$ cat config.mk
export PLATFORM = sky130hd
export DESIGN_NAME = song_reader_flat
export DESIGN_NICKNAME = d
export VERILOG_FILES = /design/src/rtl/song_pkg.sv /design/src/rtl/song_reader_if.sv /design/src/rtl/song_reader_dur_counter.sv /design/src/rtl/song_reader.sv /design/src/flat_wrapper.sv
export SDC_FILE = /design/constraint.sdc
export NUM_CORES = 1
export LEC_CHECK = 0
export ABC_AREA = 1
export CAP_MARGIN = 20
export CELL_PAD_IN_SITES_DETAIL_PLACEMENT = 1
export CELL_PAD_IN_SITES_GLOBAL_PLACEMENT = 2
export CORE_AREA = 2 2 70 86
export CTS_CLUSTER_DIAMETER = 40
export DETAILED_ROUTE_END_ITERATION = 10
export DIE_AREA = 0 0 72 88
export GPL_TIMING_DRIVEN = 0
export PLACE_DENSITY_LB_ADDON = 0.1
export SLEW_MARGIN = 15
export SYNTH_ARGS = -nofsm -noshare
export SYNTH_HDL_FRONTEND = slang
export SYNTH_SLANG_ARGS = --single-unit
$ cat constraint.sdc
create_clock -name clk -period 2.6 [get_ports clk]
set_input_delay 0.52 -clock clk [delete_from_list [all_inputs] [get_ports clk]]
set_output_delay 0.52 -clock clk [all_outputs]
set_load 0.01 [all_outputs]
$ cat src/rtl/song_pkg.sv
// Shared widths, ROM entry field bounds and FSM state type for the song sequencer.
package song_pkg;

    localparam int SONG_W = 2;
    localparam int IDX_W  = 5;
    localparam int NOTE_W = 6;
    localparam int DUR_W  = 6;
    localparam int ADDR_W = SONG_W + IDX_W;
    localparam int ROM_W  = 16;

    localparam int NOTE_HI = 11;
    localparam int NOTE_LO = 6;
    localparam int DUR_HI  = 5;
    localparam int DUR_LO  = 0;

    localparam logic [DUR_W-1:0] END_DUR  = '0;
    localparam logic [IDX_W-1:0] LAST_IDX = '1;

    typedef enum logic [1:0] {
        IDLE,
        FETCH,
        RDWAIT,
        PLAY
    } state_t;

endpackage

$ cat src/rtl/song_reader_if.sv
// Control, ROM bus and note-player signals of song_reader; master is the reader side.
interface song_reader_if;
    import song_pkg::*;

    logic                  play;
    logic [SONG_W-1:0]     song;
    logic                  beat;
    logic [ROM_W-1:0]      rom_dout;
    logic [ADDR_W-1:0]     rom_addr;
    logic [NOTE_W-1:0]     note;
    logic                  note_start;
    logic                  song_done;
    logic                  busy;

    modport master (
        input  play, song, beat, rom_dout,
        output rom_addr, note, note_start, song_done, busy
    );

    modport slave (
        output play, song, beat, rom_dout,
        input  rom_addr, note, note_start, song_done, busy
    );

endinterface

$ cat src/rtl/song_reader_dur_counter.sv
// Loadable beat down-counter; last flags the final beat of the current note.
module dur_counter
    import song_pkg::*;
(
    input  logic             clk,
    input  logic             reset,
    input  logic             load,
    input  logic [DUR_W-1:0] load_val,
    input  logic             en,
    output logic             last
);

    logic [DUR_W-1:0] cnt;

    always_ff @(posedge clk) begin
        if (reset) begin
            cnt <= '0;
        end else if (load) begin
            cnt <= load_val;
        end else if (en && cnt != '0) begin
            cnt <= cnt - DUR_W'(1);
        end
    end

    assign last = (cnt == DUR_W'(1));

endmodule

$ cat src/rtl/song_reader.sv
// Song ROM sequencer: walks {song, idx} entries and holds each note for its beat count.
// Define SONG_READER_LOOP_EN to restart the song at entry 0 instead of returning to IDLE.
module song_reader
    import song_pkg::*;
(
    input  logic          clk,
    input  logic          reset,
    song_reader_if.master bus
);

    state_t            state;
    logic              play_q;
    logic [SONG_W-1:0] song_q;
    logic [IDX_W-1:0]  idx;
    logic [ADDR_W-1:0] rom_addr;
    logic [NOTE_W-1:0] note_q;
    logic              note_start;
    logic              song_done;
    logic              busy;

    logic [DUR_W-1:0]  dur;
    logic [NOTE_W-1:0] nt;
    logic              play_rise;
    logic              cnt_load;
    logic              cnt_en;
    logic              last_beat;
    logic              end_song;
    logic              unused_hi;

    assign dur       = bus.rom_dout[DUR_HI:DUR_LO];
    assign nt        = bus.rom_dout[NOTE_HI:NOTE_LO];
    assign unused_hi = ^bus.rom_dout[ROM_W-1:NOTE_HI+1];
    assign play_rise = bus.play && !play_q;
    assign cnt_load  = (state == RDWAIT) && (dur != END_DUR);
    // Pause gates the beat, so a beat coinciding with play falling is not counted.
    assign cnt_en    = (state == PLAY) && bus.beat && bus.play;
    assign end_song  = ((state == RDWAIT) && (dur == END_DUR)) ||
                       (cnt_en && last_beat && (idx == LAST_IDX));

    dur_counter u_dur (
        .clk      (clk),
        .reset    (reset),
        .load     (cnt_load),
        .load_val (dur),
        .en       (cnt_en),
        .last     (last_beat)
    );

    always_ff @(posedge clk) begin
        if (reset) begin
            state      <= IDLE;
            play_q     <= 1'b0;
            song_q     <= '0;
            idx        <= '0;
            rom_addr   <= '0;
            note_q     <= '0;
            note_start <= 1'b0;
            song_done  <= 1'b0;
            busy       <= 1'b0;
        end else begin
            play_q     <= bus.play;
            note_start <= 1'b0;
            song_done  <= 1'b0;
            if (end_song) begin
                song_done <= 1'b1;
                note_q    <= '0;
`ifdef SONG_READER_LOOP_EN
                idx       <= '0;
                rom_addr  <= {song_q, IDX_W'(0)};
                state     <= FETCH;
`else
                busy      <= 1'b0;
                state     <= IDLE;
`endif
            end else begin
                case (state)
                    IDLE: begin
                        if (play_rise) begin
                            song_q   <= bus.song;
                            idx      <= '0;
                            rom_addr <= {bus.song, IDX_W'(0)};
                            busy     <= 1'b1;
                            state    <= FETCH;
                        end
                    end
                    FETCH: state <= RDWAIT;
                    RDWAIT: begin
                        note_q     <= nt;
                        note_start <= 1'b1;
                        state      <= PLAY;
                    end
                    PLAY: begin
                        if (cnt_en && last_beat) begin
                            idx      <= idx + IDX_W'(1);
                            rom_addr <= {song_q, idx + IDX_W'(1)};
                            state    <= FETCH;
                        end
                    end
                    default: state <= IDLE;
                endcase
            end
        end
    end

    assign bus.rom_addr   = rom_addr;
    assign bus.note       = bus.play ? note_q : '0;
    assign bus.note_start = note_start;
    assign bus.song_done  = song_done;
    assign bus.busy       = busy;

endmodule
$ cat src/flat_wrapper.sv
// flat-port wrapper written by rule: the top's interface ports become plain ports
module song_reader_flat import song_pkg::*;
  (clk, reset, bus_play, bus_song, bus_beat, bus_rom_dout, bus_rom_addr, bus_note, bus_note_start, bus_song_done, bus_busy);
  song_reader_if bus_i ();
  input  logic clk;
  input  logic reset;
  input wire logic [$bits(bus_i.play)-1:0] bus_play;
  input wire logic [$bits(bus_i.song)-1:0] bus_song;
  input wire logic [$bits(bus_i.beat)-1:0] bus_beat;
  input wire logic [$bits(bus_i.rom_dout)-1:0] bus_rom_dout;
  output wire logic [$bits(bus_i.rom_addr)-1:0] bus_rom_addr;
  output wire logic [$bits(bus_i.note)-1:0] bus_note;
  output wire logic [$bits(bus_i.note_start)-1:0] bus_note_start;
  output wire logic [$bits(bus_i.song_done)-1:0] bus_song_done;
  output wire logic [$bits(bus_i.busy)-1:0] bus_busy;
  assign bus_i.play = bus_play;
  assign bus_i.song = bus_song;
  assign bus_i.beat = bus_beat;
  assign bus_i.rom_dout = bus_rom_dout;
  assign bus_rom_addr = bus_i.rom_addr;
  assign bus_note = bus_i.note;
  assign bus_note_start = bus_i.note_start;
  assign bus_song_done = bus_i.song_done;
  assign bus_busy = bus_i.busy;
  song_reader u_core (.clk(clk), .reset(reset), .bus(bus_i));
endmodule
==> reports/metrics.csv, run 1 <==
metric,value,unit
Worst-Margin Slew,0.455,ns
Hold Path End,u_core.note_q[5],
Area after DPL,0.00190,mm²
root buf cell,clkbuf_8,
Worst-path clk slew,0.09,ns
initial antenna violation count,0,
slew margin rel.,69.7,%
CTS sink count,27,
"Worst Path Class, Setup",in -> out,
maximum operating frequency,539,MHz
clock skew,0.00202,ns
RSZ-0062 raised after global routing,false,
DRC,0,
hold path cells,2,
die area,0.00634,mm²
cell taking the most area after synthesis,dfxtp_1,
crit path time final,1.86,ns
min-delay src,u_core.note_q[5],
Num CTS Buffers,3,
dpl cells,306,
Detailed Route WL,3820,µm
drt first pass iters,4,
worst hold-check path type,reg -> reg,
Final Setup Violations,0,
Syn. warnings,0,
largest net degree at the start of global routing,15,
Lkg Pwr,0.000856,µW
FF-to-FF path depth,9,
ANT cells,0,
hold_ws,0.471,ns
die width,72,µm
Synth area leaders,"dfxtp_1, nand2_1, ha_1",
CP startpoint kind,input port,
syn nets,241,
CTS max path bufs,2,
Hold Fails Final Rpt,0,
ys flop type,dfxtp_1,
Via Count,1372,
Post-synth ARST share,0,%
Crit. End Element,primary output,
DRT antenna net count,0,
die height,88,µm
"flops & latches, synth",27,
Final nets,278,
WP data arrival,1.34,ns
VDD IR max,0.270,mV
detailed placer's ending HPWL,3000,µm
post_cts resized,0,
CP startpoint,bus_play,
CTS tree,done,
pwr dens,918,mW/mm²
sequential area share after synthesis,36.1,%
outcome,"complete, no violations",
post-CTS setup repair buffer count,0,
Vias/cell,4.43,
Critical Path Fanout Max,9,
Reg-to-Reg Start,u_core.bus.rom_addr[0],
R2R setup slack,0.89,ns
layout cells sized above 1,11.0,%
Worst-Skew Late Latency,0.28,ns
hold buffers post-CTS,0,
Worst EP required,2.08,ns
max_cap viols,0,
most common cell in the netlist,nand2_1,
Tcrit/Tclk final,71.4,%
number of DRC markers in iteration 0,17,
I/O pins,38,
area grow syn2layout,29.8,%
setup TNS,0,ns
Starting Density,27.1,%
core area,0.00552,mm²
Post-Syn Instances,210,
distinct cell type count after synthesis,29,
"Remaining Overflow, GRT",0,
Final Max Slew Viols,0,
Rows,30,
number of flops mapped to enable cells by yosys,0,
H-Tree Depth,1,
first-pass GRT wire length,6890,µm
Syn Area/Cell,7.13,µm²
IO Port Bufs,32,
last weighted congestion value of the routability-driven placer,0.701,
vias in the first global route,1459,
Synth top cells by count,"nand2_1, dfxtp_1, nor2_1",
WL per Instance,12.3,µm
Final Cell Area,0.00194,mm²
Non-Filler Instances,310,
r2r endpoint,u_core.note_q[4],
Tot GR Track Use,13.8,%
mapped cell area,0.00150,mm²
share of the synthesized area in the top cell type,36.1,%
## cell families (layout without fill, tap and decap cells)
group / after synthesis / in the layout / synth area share, %
simple gates: 107 / 107 / 33.4
xor+xnor: 3 / 3 / 1.76
fa+ha+maj: 9 / 9 / 7.53
compound gates: 30 / 30 / 10.5
flops: 27 / 27 / 36.1
buf+inv: 32 / 68 / 9.45
mux: 2 / 2 / 1.34
## layout by cell type (no fill, tap or decap), types with 8 or more instances in the layout
| cell type | Yosys | final |
|---|---|---|
| a21oi_1 | 11 | 11 |
| clkdlybuf4s50_1 | 0 | 32 |
| dfxtp_1 | 27 | 27 |
| ha_1 | 9 | 9 |
| inv_1 | 25 | 25 |
| nand2_1 | 49 | 49 |
| nand2_2 | 8 | 8 |
| nand3_1 | 10 | 10 |
| nor2_1 | 27 | 27 |
| o21ai_0 | 14 | 14 |
## per-layer routing
metal	GRT usage [%]	wire length, µm	vias up
met5	0	0	-
met4	5.15	59	0
met3	2.07	81	5
met2	23.8	1890	13
met1	17.2	1790	625
li1	-	-	729
## final cells by class
| cell class | count | area (µm²) |
|---|---|---|
| inverters | 27 | 103 |
| clock buffers | 4 | 45.0 |
| fillers | 716 | 3580 |
| well taps | 64 | 80.1 |
| flip-flops and latches | 27 | 541 |
| plain buffers | 5 | 38.8 |
| repair buffers | 32 | 320 |
| multi-input cells | 151 | 815 |
## worst max path at each step
stage | end | slack, ns | cells past startpoint
final | bus_note[1] | 0.74 | 4
after global routing | u_core.u_dur.cnt[5] | 0.63 | 9
after CTS | bus_note[1] | 0.72 | 4
after detailed placement | u_core.u_dur.cnt[5] | 0.49 | 9
after global placement | u_core.u_dur.cnt[5] | 0.49 | 9
after floorplan | u_core.bus.rom_addr[3] | 1.09 | 11
## critical path, cell delays in order
cell,delay [ns]
buf_4,0.16
nand2_1,0.07
inv_1,0.06
clkdlybuf4s50_1,0.53
## flip-flops by register name, summed over array words and instances, names as in the netlist
signal,count
u_core.play_q,1
u_core.bus.song_done,1
u_core.u_dur.cnt,6
u_core.song_q,2
u_core.state,2
u_core.bus.busy,1
u_core.bus.note_start,1
u_core.bus.rom_addr,7
u_core.note_q,6
## power breakdown
part           switching, µW  internal (µW)  leakage, µW
Sequential              96.5            534     0.000222
Combinational            515            390     0.000612
Clock                    138            110    0.0000228
Total                    749           1030     0.000856
## per-stage QoR
stage	total power (µW)	util, %	setup WS, ns
finish	1780	35.2	0.743
global route	2000	35.2	0.629
CTS	1820	35.2	0.720
detailed placement	1560	34.4	0.491
global placement	1560	34.4	0.492
floorplan	1270	-	1.09
Power figures use the tool's default switching activity.
==> run 2, diff against run 1 <==
- CORE_AREA: 2 2 70 86 -> 2 2 73 89
- DIE_AREA: 0 0 72 88 -> 0 0 75 91
- clock period: 2.6 -> 1.76 ns (I/O delays scaled with it)
==> run 2 against run 1 <==
Net effect: via count is 0.80% higher; non-clock buffer count stayed put; final area is 2.0% higher; cell count is 5.8% higher; count of clock-buffer cells in the layout is 1 lower; sequential share of layout area is 0.29 points lower; total power is 50% higher; critical path depth is 1 lower; worst setup slack worse by 0.60 ns; utilization is 1.8 points lower; register-to-register slack worse by 0.73 ns; clock skew is 0.0082 ns higher; critical endpoint is now bus_note[3].
==> reports/metrics.csv, run 2 (same netlist as run 1, synthesis figures left out) <==
metric,value,unit
post-CTS setup repair buffer count,0,
"Core Util, Final",33.4,%
Lkg Pwr,0.000860,µW
CP startpoint kind,flip-flop,
most frequent cells in the layout,"nand2_1, clkdlybuf4s50_1, nor2_1",
Worst EP required,1.41,ns
H-Tree Depth,1,
final worst slack,0.139,ns
number of DRC markers in iteration 0,32,
CTS sink count,27,
Tcrit/Tclk final,92.1,%
CTS max path bufs,2,
crit path time final,1.62,ns
hold buffers post-CTS,0,
Via Count,1383,
layout cells sized above 1,14.6,%
Worst-Skew Late Latency,0.29,ns
Vias/cell,4.22,
"Remaining Overflow, GRT",0,
Starting Density,25.2,%
Final Setup Violations,0,
I/O pins,38,
Logic pwr share,50.6,%
core area,0.00593,mm²
Final nets,278,
initial antenna violation count,0,
first-pass GRT wire length,6620,µm
detailed placer's ending HPWL,3000,µm
Critical Path Fanout Max,2,
Detailed Route WL,3830,µm
die width,75,µm
"commonest non-fill, non-tap cell in the layout",nand2_1,
slew margin rel.,69.5,%
largest registers,"u_core.bus.rom_addr: 7 flops, u_core.note_q: 6 flops, u_core.u_dur.cnt: 6 flops",
WL per Instance,11.7,µm
Sw Ratio,42.4,%
DRC,0,
last weighted congestion value of the routability-driven placer,0.727,
vias in the first global route,1379,
register with the most flip-flops,u_core.bus.rom_addr,
WP data arrival,1.27,ns
DRT antenna net count,0,
worst path cell trace,nand2_1 > inv_1 > clkdlybuf4s50_1,
Rows,31,
"Worst Path Class, Setup",reg -> out,
Tot GR Track Use,12.3,%
pwr dens,1350,mW/mm²
Num CTS Buffers,3,
drt first pass iters,4,
die area,0.00683,mm²
die height,91,µm
pre-CTS WS,-0.200,ns
outcome,"complete, no violations",
# fillers,741,
area grow syn2layout,32.4,%
sw power,1140,µW
Worst-path clk slew,0.11,ns
VDD IR max,0.475,mV
largest stage delay on the critical path,0.54,ns
Worst-Margin Slew,0.458,ns
RSZ-0062 raised after global routing,false,
Sequential Power Share,35.2,%
ANT cells,0,
Hold Fails Final Rpt,0,
Crit. End Element,primary output,
P_int,1540,µW
clock skew,0.0102,ns
root buf cell,clkbuf_8,
maximum operating frequency,617,MHz
Final Max Slew Viols,0,
max reg flops,7,
Clk pwr share,14.3,%
IO Port Bufs,32,
CTS tree,done,
max_cap viols,0,
post_cts resized,0,
worst hold-check path type,in -> reg,
crit path max-delay cell type,clkdlybuf4s50_1,
largest net degree at the start of global routing,16,
[run 2: per-layer routing]
metal  routed length (µm)  share of wire, %  vias to the layer above  GRT usage [%]
met5                    0                 0                        -              0
met4                   24              0.63                        0           3.13
met3                   83               2.2                        2           2.00
met2                 1830                48                       14           20.4
met1                 1890                49                      636           16.3
li1                     -                 -                      731              -
[run 2: layout make-up]
| type | instances | area [µm²] | share of cell area (%) |
|---|---|---|---|
| plain buffers | 5 | 38.8 | 1.96 |
| inverters | 27 | 103 | 5.18 |
| well taps | 82 | 103 | 5.18 |
| repair buffers | 32 | 320 | 16.2 |
| clock buffers | 3 | 41.3 | 2.08 |
| multi-input cells | 151 | 825 | 41.6 |
| clock inverters | 1 | 5.00 | 0.253 |
| flip-flops and latches | 27 | 546 | 27.5 |
[run 2: worst paths after layout]
check                              start                endpoint  slack (ns)  cells after the start
setup / recovery        u_core.note_q[3]             bus_note[3]        0.14                      3
hold / removal                  bus_play           u_core.play_q        0.39                      3
setup reg to reg  u_core.bus.rom_addr[0]  u_core.bus.rom_addr[3]        0.16                     11
hold reg to reg         u_core.note_q[4]        u_core.note_q[4]        0.47                      2
[run 2: critical path: cells and delay by family, from the launching register on]
family / cells / cell delay (ns)
buffers and inverters: 2 / 0.59
flip-flops: 1 / 0.35
AND/OR/NAND/NOR: 1 / 0.05
[run 2: power groups by stage]
stage / Sequential (µW) / Clock, µW / Combinational, µW
after floorplan: 951 / 0 / 921
final: 942 / 382 / 1350
after detailed placement: 951 / 0 / 1360
after global placement: 947 / 0 / 1350
after global routing: 972 / 424 / 1570
after CTS: 937 / 399 / 1370
[run 2: stage by stage]
step | std cells | power, µW | instance area [µm²] | setup TNS (ns) | hold slack, ns
after global placement | 324 | 2300 | 1920 | -2.15 | 0.451
after CTS | 328 | 2710 | 1970 | 0 | 0.381
final | 328 | 2680 | 1980 | 0 | 0.389
after floorplan | 210 | 1870 | 1500 | 0 | 0.421
after detailed placement | 324 | 2310 | 1920 | -1.79 | 0.457
after global routing | 328 | 2970 | 1980 | 0 | 0.399
==> run 3, diff against run 2 <==
- MAX_ROUTING_LAYER: default -> met4
==> run 3 against run 2 <==
Net effect: global-route usage is 0.28 points higher; largest cell class unchanged; first-iteration DRC count shrank 6.3%; hold slack hardly changed; clock skew rose by 0.0041 ns; routed wire length hardly changed; via count is 0.29% higher.
==> reports/metrics.csv, run 3 (same netlist as run 1, synthesis figures left out) <==
metric,value,unit
CTS sink count,27,
DRT antenna net count,0,
"Remaining Overflow, GRT",0,
Final Max Slew Viols,0,
Worst-Margin Slew,0.458,ns
Reg-to-Reg Start,u_core.bus.rom_addr[0],
I/O pins,38,
"commonest non-fill, non-tap cell in the layout",nand2_1,
Detailed Route WL,3830,µm
core area,0.00593,mm²
number of DRC markers in iteration 0,30,
largest net degree at the start of global routing,16,
Final Setup Violations,0,
drt first pass iters,4,
ANT cells,0,
Worst EP required,1.41,ns
Worst-path clk slew,0.11,ns
hold_ws,0.389,ns
die width,75,µm
register with the most flip-flops,u_core.bus.rom_addr,
IO Port Bufs,32,
worst path cell trace,nand2_1 > inv_1 > clkdlybuf4s50_1,
min-delay src,bus_play,
Tcrit/Tclk final,92.1,%
pre-CTS WS,-0.200,ns
Tot GR Track Use,12.6,%
last weighted congestion value of the routability-driven placer,0.736,
CTS tree,done,
WP data arrival,1.27,ns
layout cells sized above 1,14.2,%
vias in the first global route,1380,
outcome,"complete, no violations",
final worst slack,0.139,ns
initial antenna violation count,0,
Worst-Skew Late Latency,0.29,ns
die height,91,µm
VDD IR max,0.475,mV
CP startpoint kind,flip-flop,
Num CTS Buffers,3,
Rows,31,
RSZ-0062 raised after global routing,false,
Lkg Pwr,0.000861,µW
Crit. End Element,primary output,
most frequent cells in the layout,"nand2_1, clkdlybuf4s50_1, nor2_1",
worst hold-check path type,in -> reg,
Starting Density,25.2,%
largest stage delay on the critical path,0.54,ns
detailed placer's ending HPWL,3000,µm
max_cap viols,0,
max reg flops,7,
setup TNS,0,ns
"Worst Path Class, Setup",reg -> out,
R2R setup slack,0.16,ns
die area,0.00683,mm²
maximum operating frequency,617,MHz
largest registers,"u_core.bus.rom_addr: 7 flops, u_core.note_q: 6 flops, u_core.u_dur.cnt: 6 flops",
CP endpoint,bus_note[3],
CP startpoint,u_core.note_q[3],
Final nets,278,
pwr dens,1350,mW/mm²
Via Count,1387,
Hold Fails Final Rpt,0,
clock skew,0.0143,ns
total power,2670,µW
post-CTS setup repair buffer count,0,
CTS max path bufs,2,
slew margin rel.,69.4,%
H-Tree Depth,1,
Critical Path Fanout Max,2,
root buf cell,clkbuf_8,
FF-to-FF path depth,11,
area grow syn2layout,32.4,%
Vias/cell,4.23,
crit path max-delay cell type,clkdlybuf4s50_1,
hold buffers post-CTS,0,
r2r endpoint,u_core.bus.rom_addr[3],
DRC,0,
WL per Instance,11.7,µm
crit path time final,1.62,ns
first-pass GRT wire length,6610,µm
[run 3: cell type report]
| type | instances | area [µm²] |
|---|---|---|
| fillers | 741 | 3950 |
| well taps | 82 | 103 |
| clock buffers | 3 | 41.3 |
| clock inverters | 1 | 5.00 |
| plain buffers | 5 | 38.8 |
| inverters | 27 | 103 |
| flip-flops and latches | 27 | 546 |
| repair buffers | 32 | 320 |
| multi-input cells | 151 | 825 |
[run 3: per-layer routing]
metal  global-route usage (%)  vias to the layer above  wire [µm]
met5                        -                        -          0
met4                     3.13                        0         24
met3                     2.00                        2         83
met2                     20.5                       14       1840
met1                     16.1                      638       1880
li1                         -                      733          -
[run 3: stage by stage]
step	std cells	util [%]	cell area [µm²]
CTS	328	33.1	1970
global route	328	33.4	1980
finish	328	33.4	1980
floorplan	210	-	1500
detailed placement	324	32.3	1920
global placement	324	32.3	1920
[run 3: power by group]
| group | internal [µW] | switching, µW | total, µW |
|---|---|---|---|
| sequential | 797 | 145 | 942 |
| combinational | 585 | 768 | 1350 |
| clock | 159 | 217 | 376 |
| total | 1540 | 1130 | 2670 |
[run 3: what timing repair did]
item	4_1_cts	5_1_grt
gates resized for setup	0	8
endpoints found under the setup margin	0	16
hold endpoints to repair	0	0
[run 3: critical path: cells and delay by family, from the launching register on]
family / cells / cell delay, ns
buf+inv: 2 / 0.59
flops: 1 / 0.35
simple gates: 1 / 0.05
[run 3: worst min-delay path by stage]
| stage | slack (ns) | depth (start not counted) | end |
|---|---|---|---|
| floorplan | 0.42 | 1 | u_core.u_dur.cnt[1] |
| global placement | 0.45 | 2 | u_core.note_q[3] |
| detailed placement | 0.46 | 2 | u_core.note_q[5] |
| CTS | 0.38 | 3 | u_core.play_q |
| global route | 0.40 | 3 | u_core.play_q |
| finish | 0.39 | 3 | u_core.play_q |
==> variant (settings of run 3) <==
Build with the macro `SONG_READER_LOOP_EN` defined.
--- a/src/rtl/song_reader.sv
+++ b/src/rtl/song_reader.sv
@@ -2,2 +2,4 @@
 // Define SONG_READER_LOOP_EN to restart the song at entry 0 instead of returning to IDLE.
+`define SONG_READER_LOOP_EN
+
 module song_reader
Check against the original RTL: not equivalent (Yosys sat finds a counterexample within 4 cycles, from zero or initial values and one cycle with reset high).
==> variant against run 3 <==
Cell area rose by 2.2%. Total power rose by 1.5%. Area after synthesis rose by 1.5%. Sequential power fell by 5.8%. Register-to-register slack barely moved. Wire length rose by 2.5%. Setup slack barely moved. Sequential cell count did not move. Critical endpoint is now bus_rom_addr[2].
==> variant: results (changes against run 3) <==
Synthesis
  • Post-synthesis xor/xnor area fraction: 2.31% (+0.55 points)
  • Mapped Cells: 221 (+5.2%)
  • Mux cell area share after synthesis: 0% (-1.3 points)
  • Post-synthesis sequential area ratio: 35.6% (-0.54 points)
  • Netlist cell types: 26 (-10%)
  • Synth area leaders: dfxtp_1 (36%), nand2_1 (15%), ha_1 (7.4%)
  • Synth Area in Adders: 7.41% (-0.11 points)

Power
  • Leakage dissipation: 0.882 nW (+2.5%)
  • Sw frac: 43.8% (+1.5 points)
  • Maximum VDD drop: 0.333 mV (-30%)

Run status
  • Outcome: finished clean

Worst setup path
  • R2R Path End: u_core.bus.rom_addr[6]$_SDFFE_PP0P_
  • CP max stage delay: 570 ps (+30 ps)
  • Critical path launch point: u_core.bus.rom_addr[2]$_SDFFE_PP0P_

Cells and area
  • Biggest regs: u_core.bus.rom_addr (6), u_core.note_q (6), u_core.u_dur.cnt (6)
  • Share of post-route cells with drive strength above 1: 12.8% (-1.4 points)
  • NumNets Final: 290 (+4.3%)

Drt
  • DR pass1 iterations: 3 (-1)
  • Detailed Route WL: 3930 um (+2.5%)
  • Met2 wire length: 1830 um (-0.60%)
  • DR WL met3: 105 um (+27%)
  • Via count: 1426 (+2.8%)

Global routing
  • Vias in the first global route: 1499 (+8.6%)
  • First-pass GRT wire length: 6800 um (+2.9%)

Timing
  • Slew headroom: 71.4% (+1.9 points)

Placed design
  • Dpl hpwl: 3060 um (+2.1%)
[variant: cell count changes after synthesis, moves of 2 or more]
cell	before	now
o21ai_1	1	6
inv_2	1	7
inv_1	25	27
nor2_1	27	22
mux2i_1	2	0
a31oi_1	3	0
o21ai_0	14	4
nand3_2	2	5
nor2_2	3	1
nand2_1	49	59
nand2_2	8	5
a21oi_1	11	20
[variant: cell type report]
class,instances,area (um2)
fill,758,3910
multi-input combinational,155,842
sequential,27,544
timing repair buffer,33,328
inverter,35,131
tap,82,103
clock buffer,3,41.3
buffer,4,30.0
clock inverter,1,5.00
[variant: through the flow]
| stage | setup slack (ps) | utilization, % | total power [W] | hold slack, ps |
|---|---|---|---|---|
| 4_1_cts | 60.1 | 33.5 | 0.00275 | 345 |
| 3_5_place_dp | -160 | 32.7 | 0.00235 | 446 |
| 5_1_grt | -2.45 | 34.1 | 0.00304 | 355 |
| 2_1_floorplan | 270 | - | 0.00193 | 421 |
| 6_report | 139 | 34.1 | 0.00271 | 353 |
| 3_3_place_gp | -160 | 32.7 | 0.00234 | 450 |
[variant: per-layer routing]
layer  GRT usage (%)  up-vias
li1                -      764
met5               -        -
met2            21.0       21
met1            16.6      636
met4            3.57        0
met3            2.00        5
[variant: worst min-delay path, stage by stage]
cell	delay [ps]
buf_4	150
inv_2	70
nor2_1	30
[variant: power by group through the flow]
stage	sequential, W	clock, W	combinational [W]
final	0.000887	0.000370	0.00145
after CTS	0.000879	0.000400	0.00147
after global placement	0.000888	0	0.00146
after global routing	0.000909	0.000422	0.00170
after detailed placement	0.000892	0	0.00145
after floorplan	0.000881	0	0.00105
[variant: timing repair]
| item | CTS | global route |
|---|---|---|
| resized for setup | 1 | 7 |
| buffers inserted | 0 | 1 |
| pin swaps | 0 | 1 |
| endpoints found under the setup margin | 1 | 12 |
